$ cat config.mk
export PLATFORM = sky130hd
export DESIGN_NAME = fdivsqrt_uotfc_seq_flat
export DESIGN_NICKNAME = d
export VERILOG_FILES = /design/src/rtl/fdivsqrt_uotfc_seq_if.sv /design/src/rtl/fdivsqrt_uotfc_seq.sv /design/src/flat_wrapper.sv
export SDC_FILE = /design/constraint.sdc
export NUM_CORES = 1
export LEC_CHECK = 0
export ABC_AREA = 0
export CORE_MARGIN = 8
export CORE_UTILIZATION = 46
export DETAILED_ROUTE_END_ITERATION = 10
export PLACE_DENSITY = 0.76
export SKIP_CTS_REPAIR_TIMING = 1
export SLEW_MARGIN = 0
export SYNTH_ARGS = -nofsm -noshare
export SYNTH_HDL_FRONTEND = slang
export SYNTH_SLANG_ARGS = --single-unit
$ cat constraint.sdc
create_clock -name clk -period 3 [get_ports clk]
set_clock_uncertainty 0.1 [all_clocks]
set_input_delay 0.75 -clock clk [delete_from_list [all_inputs] [get_ports clk]]
set_output_delay 0.75 -clock clk [all_outputs]
set_load 0.05 [all_outputs]
$ cat src/rtl/fdivsqrt_uotfc_seq_if.sv
// Handshake/data bundle for the on-the-fly digit converter: operation control,
// digit stream in, U/UM root/quotient registers and status out.
interface fdivsqrt_uotfc_seq_if #(
   parameter int WIDTH = 8
);
   logic             start;
   logic [WIDTH-1:0] init_u;
   logic [WIDTH-1:0] init_um;
   logic             digit_valid;
   logic [2:0]       digit;
   logic [WIDTH-1:0] u;
   logic [WIDTH-1:0] um;
   logic             busy;
   logic             done;
   logic             err;

   modport master (
      output start, init_u, init_um, digit_valid, digit,
      input  u, um, busy, done, err
   );

   modport slave (
      input  start, init_u, init_um, digit_valid, digit,
      output u, um, busy, done, err
   );
endinterface

$ cat src/rtl/fdivsqrt_uotfc_seq.sv
// Sequential on-the-fly conversion of signed radix-2/4 digits into U and UM = U - ulp,
// using a thermometer register whose lowest set bit marks the current digit position.
module fdivsqrt_uotfc_seq #(
   parameter int WIDTH = 8,
   parameter int RK    = 1,
   parameter int NDIG  = 8
) (
   input logic                 clk,
   input logic                 reset,
   fdivsqrt_uotfc_seq_if.slave bus
);
   localparam int               CW    = $clog2(NDIG + 1);
   localparam logic [WIDTH-1:0] C_TOP = ~({WIDTH{1'b1}} >> RK);
   localparam logic [2:0]       RADIX = 3'(1 << RK);

   logic [WIDTH-1:0] u_q, um_q, c_q, k;
   logic [WIDTH-1:0] u_nxt, um_nxt;
   logic [CW-1:0]    count_q;
   logic             busy_q, done_q, err_q;
   logic [2:0]       mag;
   logic             neg, legal, accept;

   // Small-constant multiple of a one-hot position: OR of shifted copies, no multiplier.
   function automatic logic [WIDTH-1:0] scale_k(input logic [WIDTH-1:0] onehot,
                                                input logic [1:0]       m);
      return ({WIDTH{m[0]}} & onehot) | ({WIDTH{m[1]}} & (onehot << 1));
   endfunction

   always_comb begin
      // NOTE: every output of this block gets a default first so no latch is inferred.
      u_nxt  = u_q;
      um_nxt = um_q;
      neg    = bus.digit[2];
      mag    = neg ? (3'd0 - bus.digit) : bus.digit;
      legal  = (RK == 1) ? (mag <= 3'd1) : (mag <= 3'd2);
      k      = c_q & ~(c_q << 1);
      accept = busy_q & bus.digit_valid & ~bus.start;
      if (neg) begin
         u_nxt  = um_q | scale_k(k, 2'(RADIX - mag));
         um_nxt = um_q | scale_k(k, 2'(RADIX - 3'd1 - mag));
      end else if (mag == 3'd0) begin
         um_nxt = um_q | scale_k(k, 2'(RADIX - 3'd1));
      end else begin
         u_nxt  = u_q | scale_k(k, 2'(mag));
         um_nxt = u_q | scale_k(k, 2'(mag - 3'd1));
      end
   end

   // NOTE: state registers use non-blocking assignments so every flop samples pre-edge values.
   always_ff @(posedge clk) begin
      if (reset) begin
         u_q     <= '0;
         um_q    <= '0;
         c_q     <= '0;
         count_q <= '0;
         busy_q  <= 1'b0;
         done_q  <= 1'b0;
         err_q   <= 1'b0;
      end else if (bus.start) begin
         u_q     <= bus.init_u;
         um_q    <= bus.init_um;
         c_q     <= C_TOP;
         count_q <= CW'(NDIG);
         busy_q  <= 1'b1;
         done_q  <= 1'b0;
         err_q   <= 1'b0;
      end else if (accept) begin
         if (!legal) begin
            err_q <= 1'b1;
         end else begin
            u_q     <= u_nxt;
            um_q    <= um_nxt;
            c_q     <= (c_q >> RK) | C_TOP;
            count_q <= count_q - CW'(1);
            if (count_q == CW'(1)) begin
               busy_q <= 1'b0;
               done_q <= 1'b1;
            end
         end
      end
   end

   assign bus.u    = u_q;
   assign bus.um   = um_q;
   assign bus.busy = busy_q;
   assign bus.done = done_q;
   assign bus.err  = err_q;
endmodule

$ cat src/flat_wrapper.sv
// flat-port wrapper written by rule: the top's interface ports become plain ports
module fdivsqrt_uotfc_seq_flat 
#(
   parameter int WIDTH = 8,
   parameter int RK    = 1,
   parameter int NDIG  = 8
)
  (clk, reset, bus_start, bus_init_u, bus_init_um, bus_digit_valid, bus_digit, bus_u, bus_um, bus_busy, bus_done, bus_err);
  fdivsqrt_uotfc_seq_if #(.WIDTH(WIDTH)) bus_i ();
  input logic clk;
  input logic reset;
  input wire logic [$bits(bus_i.start)-1:0] bus_start;
  input wire logic [$bits(bus_i.init_u)-1:0] bus_init_u;
  input wire logic [$bits(bus_i.init_um)-1:0] bus_init_um;
  input wire logic [$bits(bus_i.digit_valid)-1:0] bus_digit_valid;
  input wire logic [$bits(bus_i.digit)-1:0] bus_digit;
  output wire logic [$bits(bus_i.u)-1:0] bus_u;
  output wire logic [$bits(bus_i.um)-1:0] bus_um;
  output wire logic [$bits(bus_i.busy)-1:0] bus_busy;
  output wire logic [$bits(bus_i.done)-1:0] bus_done;
  output wire logic [$bits(bus_i.err)-1:0] bus_err;
  assign bus_i.start = bus_start;
  assign bus_i.init_u = bus_init_u;
  assign bus_i.init_um = bus_init_um;
  assign bus_i.digit_valid = bus_digit_valid;
  assign bus_i.digit = bus_digit;
  assign bus_u = bus_i.u;
  assign bus_um = bus_i.um;
  assign bus_busy = bus_i.busy;
  assign bus_done = bus_i.done;
  assign bus_err = bus_i.err;
  fdivsqrt_uotfc_seq #(.WIDTH(WIDTH), .RK(RK), .NDIG(NDIG)) u_core (.clk(clk), .reset(reset), .bus(bus_i));
endmodule
==> results.cfg, run 1 <==
[worst_hold_path]
hold_path.startpoint = u_core.bus.err
whs_path_depth = 2
timing.hold.worst_endpoint = u_core.bus.err
min-delay-path-class = reg2reg

[routing]
met2RoutedLength_um = 2730
route.layer.met1.wl_um = 2690
met3RoutedLength_um = 532
vias_per_cell = 5.76
routed_wirelength_um = 6060
highest_layer = met4
route.detailed.wl_per_inst_um = 16.3
drcViolationCount = 0
vias = 2136
drt_iter0_drc = 193
final_antenna_net_count = 0
pre_antenna_drt_iters = 4

[placement]
routability_congestion_estimate_from_global_placement = 1.01
place.detailed.hpwl_um = 4390
detailed_place.area_um2 = 2600
port-buffer-count = 41

[power_and_ir_drop]
portion_of_total_power_attributed_to_sequential_cells = 0.388
vdd.ir_drop.worst_uv = 247
powerDensity_nw_per_um2 = 427
post-layout-total-power_uw = 1160
power.share.combinational = 0.252
pwr-share-clk = 0.360
power_leakage_uw = 0.00100
net_switching_uw = 355
power_report.internal_total_uw = 804
switching_share = 0.306

[setup_path]
worstSetupStartpoint = bus_digit[0]
worstReg2RegStart = u_core.c_q[0]
max_stage_delay_ns = 0.51
crit_path_cell_trace = clkdlybuf4s50_1 -> inv_1 -> ha_1 -> or3b_4 -> a21oi_4 -> nor2_2 -> or4_1 -> a21oi_1
setup.worst_path.start_class = primary input
r2r_slack_ns = 1.19
r2r-end = u_core.bus.um[2]
critPathSlowestCell = sky130_fd_sc_hd__or4_1
worstSetupEndpointType = register
critical_path_arrival_ns = 2.96
reg2reg_depth = 5
worst_endpoint_required_time_ns = 3.11
timing.critical_path.fanout_max = 4
critPathKind = in2reg

[timing]
timing_worst_slew_pin_value_ns = 0.517
final.setup.tns_ns = 0
final_setup_vio_count = 0
max_freq_mhz = 352
rsz0062_at_grt = false
timing_max_transition_violations_final = 0
timing.max_slew.rel_slack = 0.654
timing.final.crit_period_ns = 2.84
finalCritPeriodShare = 0.947
hold_viol = 0
hold_ws_ns = 0.392

[floorplan]
core.rowCount = 24
die_width_um = 81.8
die_height_um = 81.8
num_io_pins = 42
floorplan.initialDensity = 0.467
die-area_um2 = 6690
core_area_um2 = 4260

[global_routing]
grt_util_all_layers = 0.186
global_route.overflow_total = 0
first_global_vias = 2086
largest_net_degree_at_the_start_of_global_routing = 21
grt_antenna_before_repair = 0
grt_first_pass_wirelength_um = 9860

[yosys]
synth_area_per_cell_um2 = 7.60
ys_ff_latch = 31
postSynthNetCount = 289
ys.warnings.count = 0
synth_instances = 262
synth_async_sr_flop_share = 0
synth.distinct_cells = 44
mappedNetlistArea_um2 = 1990
synth_top_flop_cell = sky130_fd_sc_hd__dfxtp_1
synth.yosys.seq_area_share = 0.312
synth_enable_flop_cells = 0

[clocking]
cts_htree_levels = 2
clkTransAtPathRegs_ns = 0.07
cts_tree = yes
ctsRootBufferMaster = sky130_fd_sc_hd__clkbuf_8
clock_insertion_delay_worst_skew_ns = 0.28
numClockSinks = 31
numCtsBuffers = 5
max-clock-path-buffers = 2

[finish]
diodes = 0
final_cell_area_um2 = 2710
final_nets = 345
syn_to_final_growth_pct = 36.2
most-common-layout-cells = sky130_fd_sc_hd__clkdlybuf4s50_1, sky130_fd_sc_hd__nor2_1, sky130_fd_sc_hd__dfxtp_1
fillers = 385
mostFrequentLayoutCell = sky130_fd_sc_hd__clkdlybuf4s50_1
fraction_of_layout_instances_using_a_drive_strength_above_1 = 0.129
postLayoutCoreUtil = 0.636

[run]
cap_viol_max_count = 0

[status]
outcome = complete, no violations
## critical path: cells and delay by family
kind | cells | cell delay, ns
simple gates | 3 | 0.97
buf+inv | 2 | 0.57
compound gates | 2 | 0.35
fa+ha+maj | 1 | 0.31
## cells in the mapped netlist, types with 3 or more instances
master                      instances  area, um^2
sky130_fd_sc_hd__o21ai_0           20         100
sky130_fd_sc_hd__nand2_1           19        71.3
sky130_fd_sc_hd__nor2b_1            8        50.1
sky130_fd_sc_hd__nand2b_1          10        62.6
sky130_fd_sc_hd__nand3_1            4        20.0
sky130_fd_sc_hd__nor2_1            32         120
sky130_fd_sc_hd__a31oi_1            4        25.0
sky130_fd_sc_hd__a21oi_1           23         115
sky130_fd_sc_hd__clkbuf_1          13        48.8
sky130_fd_sc_hd__inv_1             10        37.5
sky130_fd_sc_hd__ha_1               4        50.1
sky130_fd_sc_hd__dfxtp_1           31         621
sky130_fd_sc_hd__o211ai_1           4        30.0
sky130_fd_sc_hd__o22ai_1            8        50.1
sky130_fd_sc_hd__nor3_1             5        25.0
sky130_fd_sc_hd__a211oi_1           7        52.6
sky130_fd_sc_hd__buf_2              3        15.0
sky130_fd_sc_hd__o21a_1             3        22.5
sky130_fd_sc_hd__or2_2              3        18.8
sky130_fd_sc_hd__mux2i_1           12         120
sky130_fd_sc_hd__a2111oi_0          5        43.8
## routing by layer
| metal | up-vias | track usage |
|---|---|---|
| met2 | 106 | 0.287 |
| met1 | 956 | 0.245 |
| li1 | 1062 | - |
| met3 | 12 | 0.0350 |
| met4 | 0 | 0.0842 |
| met5 | - | 0 |
## metrics by stage
step / instances / setup slack [ns]
finish: 371 / 0.159
floorplan: 262 / -0.000596
global route: 371 / 0.0258
detailed placement: 363 / -0.130
CTS: 371 / 0.157
global placement: 363 / -0.119
## how the worst max path moves through the flow
stage	slack, ns	to	cells after the start
after floorplan	-0.0006	u_core.bus.um[1]	9
after global placement	-0.12	u_core.bus.u[4]	9
after detailed placement	-0.13	u_core.bus.um[1]	8
after CTS	0.16	u_core.bus.um[1]	8
after global routing	0.03	u_core.bus.um[7]	9
final	0.16	u_core.bus.um[1]	8
## power by group through the flow
stage / clock, uW / sequential [uW] / combinational, uW
after floorplan: 0 / 513 / 116
after CTS: 426 / 450 / 291
after global placement: 0 / 459 / 288
after detailed placement: 0 / 459 / 288
after global routing: 449 / 453 / 312
final: 417 / 450 / 292
## kinds of logic after synthesis
family	after synthesis	share of synthesized area
XOR/XNOR	4	0.0176
multiplexers	12	0.0603
adder cells (fa/ha/maj)	4	0.0251
buffers and inverters	28	0.0603
AND/OR/NAND/NOR	92	0.226
flip-flops	31	0.312
AO/OA/AOI/OAI	91	0.299
## final cells by class
class	instances	area, um^2	share of cell area
multi-input cells	203	1260	0.463
flip-flops and latches	31	621	0.229
clock inverters	3	43.8	0.0161
inverters	10	37.5	0.0138
well taps	52	65.1	0.0240
clock buffers	5	68.8	0.0254
repair buffers	67	622	0.229
## flip-flops by register name, summed over array words and instances (netlist names)
signal	cells
u_core.count_q	4
u_core.bus.err	1
u_core.bus.u	8
u_core.c_q	8
u_core.bus.done	1
u_core.bus.busy	1
u_core.bus.um	8
No activity file was read; power rests on OpenSTA's default activity.
==> inputs of run 2 (changes only) <==
CTS_CLUSTER_DIAMETER = 40   (was unset)
==> results of run 2 <==
No change in the layout: final DEF, timing and power equal those of run 1.
==> inputs of run 3 (changes only) <==
SKIP_CTS_REPAIR_TIMING = unset   (was 1)
==> results of run 3 <==
No change in the layout: final DEF, timing and power equal those of run 1.
